[src/rtl/mux4_rr_arbiter.sv]
// Round-robin arbiter/sequencer for a shared 4:1 one-bit select path.
// Grants one requester at a time, drives the two-level select pair, bounds hold time.
module mux4_rr_arbiter #(
    parameter int unsigned MAX_HOLD = 4
) (
    input  logic       clk,
    input  logic       rst,
    input  logic [3:0] req,
    input  logic [3:0] d,
    output logic [3:0] gnt,
    output logic [1:0] sel,
    output logic       busy,
    output logic       o
);

    localparam int unsigned CNT_W = (MAX_HOLD < 1) ? 1 : $clog2(MAX_HOLD + 1);
    localparam logic [CNT_W-1:0] CNT_MAX = CNT_W'(MAX_HOLD - 1);

    typedef enum logic {
        IDLE  = 1'b0,
        GRANT = 1'b1
    } state_t;

    state_t           r_state;
    logic [1:0]       r_ptr;
    logic [1:0]       r_sel;
    logic [3:0]       r_gnt;
    logic             r_busy;
    logic [CNT_W-1:0] r_cnt;

    logic             w_own_req;
    logic [3:0]       w_others;
    logic [2:0]       w_idle_pick;
    logic [2:0]       w_hand_pick;
    logic             w_release;

    // {found, index} of the first set bit of cand, scanning start, start+1, ... mod 4
    function automatic logic [2:0] rr_pick(input logic [3:0] cand, input logic [1:0] start);
        logic [2:0] res;
        logic [1:0] k;
        res = 3'b000;
        for (int i = 3; i >= 0; i--) begin
            k = start + 2'(i);
            if (cand[k]) begin
                res = {1'b1, k};
            end
        end
        return res;
    endfunction

    // r_sel doubles as the current owner while a grant is active
    always_comb begin
        w_own_req   = req[r_sel];
        w_others    = req & ~(4'b0001 << r_sel);
        w_idle_pick = rr_pick(req, r_ptr);
        w_hand_pick = rr_pick(w_others, r_sel + 2'd1);
        w_release   = !w_own_req || ((r_cnt == CNT_MAX) && (w_others != 4'b0000));
    end

    always_ff @(posedge clk or posedge rst) begin
        if (rst) begin
            r_state <= IDLE;
            r_ptr   <= 2'd0;
            r_sel   <= 2'd0;
            r_gnt   <= 4'b0000;
            r_busy  <= 1'b0;
            r_cnt   <= '0;
        end else begin
            case (r_state)
                IDLE: begin
                    if (w_idle_pick[2]) begin
                        r_state <= GRANT;
                        r_sel   <= w_idle_pick[1:0];
                        r_gnt   <= 4'b0001 << w_idle_pick[1:0];
                        r_busy  <= 1'b1;
                        r_cnt   <= '0;
                    end
                end
                GRANT: begin
                    if (w_release) begin
                        r_ptr <= r_sel + 2'd1;
                        if (w_hand_pick[2]) begin
                            // Direct handoff: no idle bubble between owners
                            r_sel <= w_hand_pick[1:0];
                            r_gnt <= 4'b0001 << w_hand_pick[1:0];
                            r_cnt <= '0;
                        end else begin
                            r_state <= IDLE;
                            r_gnt   <= 4'b0000;
                            r_busy  <= 1'b0;
                        end
                    end else if (r_cnt != CNT_MAX) begin
                        r_cnt <= r_cnt + CNT_W'(1);
                    end
                end
                default: begin
                    r_state <= IDLE;
                end
            endcase
        end
    end

    assign gnt  = r_gnt;
    assign sel  = r_sel;
    assign busy = r_busy;
    assign o    = r_busy ? d[r_sel] : 1'b0;

endmodule
[config.mk]
export PLATFORM = sky130hd
export DESIGN_NAME = mux4_rr_arbiter
export DESIGN_NICKNAME = d
export VERILOG_FILES = /design/src/rtl/mux4_rr_arbiter.sv
export SDC_FILE = /design/constraint.sdc
export NUM_CORES = 1
export LEC_CHECK = 0
export CAP_MARGIN = 15
export CORE_MARGIN = 5
export CORE_UTILIZATION = 49
export DETAILED_ROUTE_END_ITERATION = 8
export GPL_ROUTABILITY_DRIVEN = 0
export PLACE_DENSITY = 0.77
export SYNTH_ARGS = -nofsm -noshare
export SYNTH_HDL_FRONTEND = slang
export SYNTH_SLANG_ARGS = --single-unit
[constraint.sdc]
create_clock -name clk -period 4 [get_ports clk]
set_input_delay 0.8 -clock clk [delete_from_list [all_inputs] [get_ports clk]]
set_output_delay 0.8 -clock clk [all_outputs]
set_load 0.02 [all_outputs]
==> flow_summary.json <==
{
  "initialDrtViolationCount": 27,
  "antenna_found_initial": 0,
  "io_pins": 18,
  "drc_errors": 0,
  "core_mm2": 0.001942,
  "area_delta_synth_final_pct": 21.24,
  "cts_root_buffer": "clkbuf_4",
  "path_cells": "clkdlybuf4s50_1, mux4_2, and2_1, clkdlybuf4s50_1",
  "cp_slowest_stage_delay_ns": 0.53,
  "first_global_vias": 870,
  "die-area_mm2": 0.003018,
  "status": "complete, no violations",
  "p_per_area_mw_per_mm2": 801.5,
  "dr.pass1.iters": 4,
  "r2r_setup_slack_ns": 1.66,
  "drv_slew": 0,
  "io_buffers": 17,
  "use_met1_pct": 18.55,
  "grt_pass1_wl_um": 3601,
  "r2r_end": "gnt[3]",
  "rsz0062_at_grt": "false",
  "gr-total-overflow": 0,
  "start_kind": "input port",
  "drive_above_1_share_pct": 13.82,
  "nets": 140,
  "cp.required_ns": 3.20,
  "met3_usage_pct": 5.362,
  "hp-class": "flop to flop",
  "post_cts_resized": 0,
  "synth-edff-count": 0,
  "arrival_ns": 2.34,
  "vias": 899,
  "r2r_start": "sel[0]",
  "clock_skew_ns": 0.002200,
  "p_leak_nw": 0.5024,
  "drt_wl_total_um": 2122,
  "rows": 16,
  "hp-start": "gnt[2]",
  "tightest_slew_ns": 0.7094,
  "netlist_area_um2": 989.7,
  "min_period_ns": 3.140,
  "yosysSeqAreaShare_pct": 32.87,
  "die_h_um": 54.94,
  "diodes": 0,
  "dpl.hpwl_um": 1645,
  "holdPathStages": 2,
  "grt.met2_usage_pct": 30.12,
  "yosys_warnings": 0,
  "finalSetupViolations": 0,
  "cts_inserted_buffers": 3,
  "critical_path.max_fanout": 1,
  "min_period_over_period_pct": 78.51,
  "syn_inst": 105,
  "tns_ns": 0,
  "start_util_pct": 50.97,
  "die_w_um": 54.94,
  "cap_violations": 0,
  "grt_max_degree": 14,
  "slew_headroom_pct": 52.58,
  "cts_tree": "built",
  "clkTransAtPathRegs_ns": 0.08,
  "fmax_ghz": 0.3184,
  "hold_viol": 0,
  "end_kind": "output pin",
  "ys.flop_type": "dfrtp_1",
  "grt.total_usage_pct": 16.45,
  "routedWlPerCell_um": 14.15,
  "avgSynthCellArea_um2": 9.426,
  "routed_via_density": 5.993,
  "layout_commonest_cell": "clkdlybuf4s50_1",
  "layout_common_cells": "clkdlybuf4s50_1 (17), dfrtp_1 (13), inv_1 (10)",
  "clk_latency_ns": 0.27,
  "crit_path_frequent_cell": "clkdlybuf4s50_1",
  "path_class": "input port to output pin",
  "ir_worst_vdd_v": 0.0003595,
  "whs_endpoint": "gnt[2]",
  "clock_path_buffers": 2,
  "cts_hold_buf": 0,
  "cts_setup_buffers": 0,
  "holdWs_ns": 0.4785,
  "h-tree-depth": 1,
  "synth_cell_type_count": 43,
  "synth_seq_cells": 13,
  "ff2ff_path_depth": 7,
  "synth_async_sr_flop_share_pct": 100.0,
  "syn-num-nets": 121,
  "cts_sinks": 13,
  "cp_slowest_cell": "clkdlybuf4s50_1",
  "postRouteAntennaNets": 0,
  "top_usage_layer": "met2"
}
## power breakdown
part	switching (mW)	leakage (nW)	internal [mW]
logic	0.317	0.332	0.302
registers	0.0681	0.156	0.195
clock network	0.0413	0.0150	0.0387
total	0.426	0.502	0.535
## kinds of logic (layout without fill, tap and decap cells)
group                      Yosys count  count (layout)  share of synthesized area (%)
AOI/OAI and AO/OA                   35              35                          26.17
and+or+nand+nor                     34              34                          20.86
DFF                                 13              13                          32.87
buffers and inverters               13              31                          5.815
adders and majority gates            6               6                          7.585
muxes                                4               4                          6.700
## how the worst max path moves through the flow
stage / from / to / slack, ns / cells past startpoint
6_report: d[3] / o / 0.86 / 4
5_1_grt: d[3] / o / 0.81 / 4
4_1_cts: d[1] / o / 0.85 / 4
3_5_place_dp: d[1] / o / 0.85 / 4
3_3_place_gp: d[3] / o / 0.87 / 4
2_1_floorplan: d[3] / o / 1.74 / 2
## sequential cells by signal, indices dropped and copies added, names as in the netlist
signal	count
busy	1
gnt	4
r_ptr	2
sel	2
r_cnt	3
r_state	1
## metrics by stage
stage	total power, mW	instance area (µm²)	util [%]	cells	setup slack, ns
after global routing	1.046	1200	61.79	150	0.8134
final	0.9617	1200	61.79	150	0.8597
after global placement	0.8697	1174	60.44	146	0.8658
after CTS	0.9687	1200	61.79	150	0.8487
after floorplan	0.7190	989.7	-	105	1.740
after detailed placement	0.8833	1174	60.44	146	0.8461
## layer usage
| layer | share of wire (%) | wire, µm |
|---|---|---|
| met1 | 43 | 907 |
| met2 | 49 | 1044 |
| met3 | 7.6 | 162 |
| met4 | 0.33 | 7 |
| met5 | 0 | 0 |
## cell type report
cell class                 instances  area (µm²)
inverter                          10       37.54
fill                             188       742.0
sequential                        13       325.3
tap                               27       33.78
timing repair buffer              17       170.2
clock buffer                       4       26.28
multi-input combinational         79       606.8
## cells in the mapped netlist (2+ instances only)
master / instances / share of area, %
ha_1: 6 / 7.6
o21ai_1: 3 / 1.5
o21ai_0: 7 / 3.5
o22a_1: 3 / 2.7
o22ai_1: 2 / 1.3
mux4_2: 2 / 4.6
nor2b_1: 3 / 1.9
nand2_1: 6 / 2.3
a22oi_1: 2 / 1.5
nand2b_1: 2 / 1.3
a221oi_1: 3 / 2.7
a31oi_1: 2 / 1.3
nor3_1: 4 / 2.0
dfrtp_1: 13 / 33
or2_2: 2 / 1.3
inv_1: 10 / 3.8
a2bb2oi_1: 2 / 1.8
a21oi_1: 4 / 2.0
nor2_1: 5 / 1.9
## worst max-delay path, delay by kind of cell
kind	cells	cell delay (ns)
mux	1	0.46
buf+inv	2	0.92
simple gates	1	0.16
Note: power is estimated with default switching activity, not from simulation.
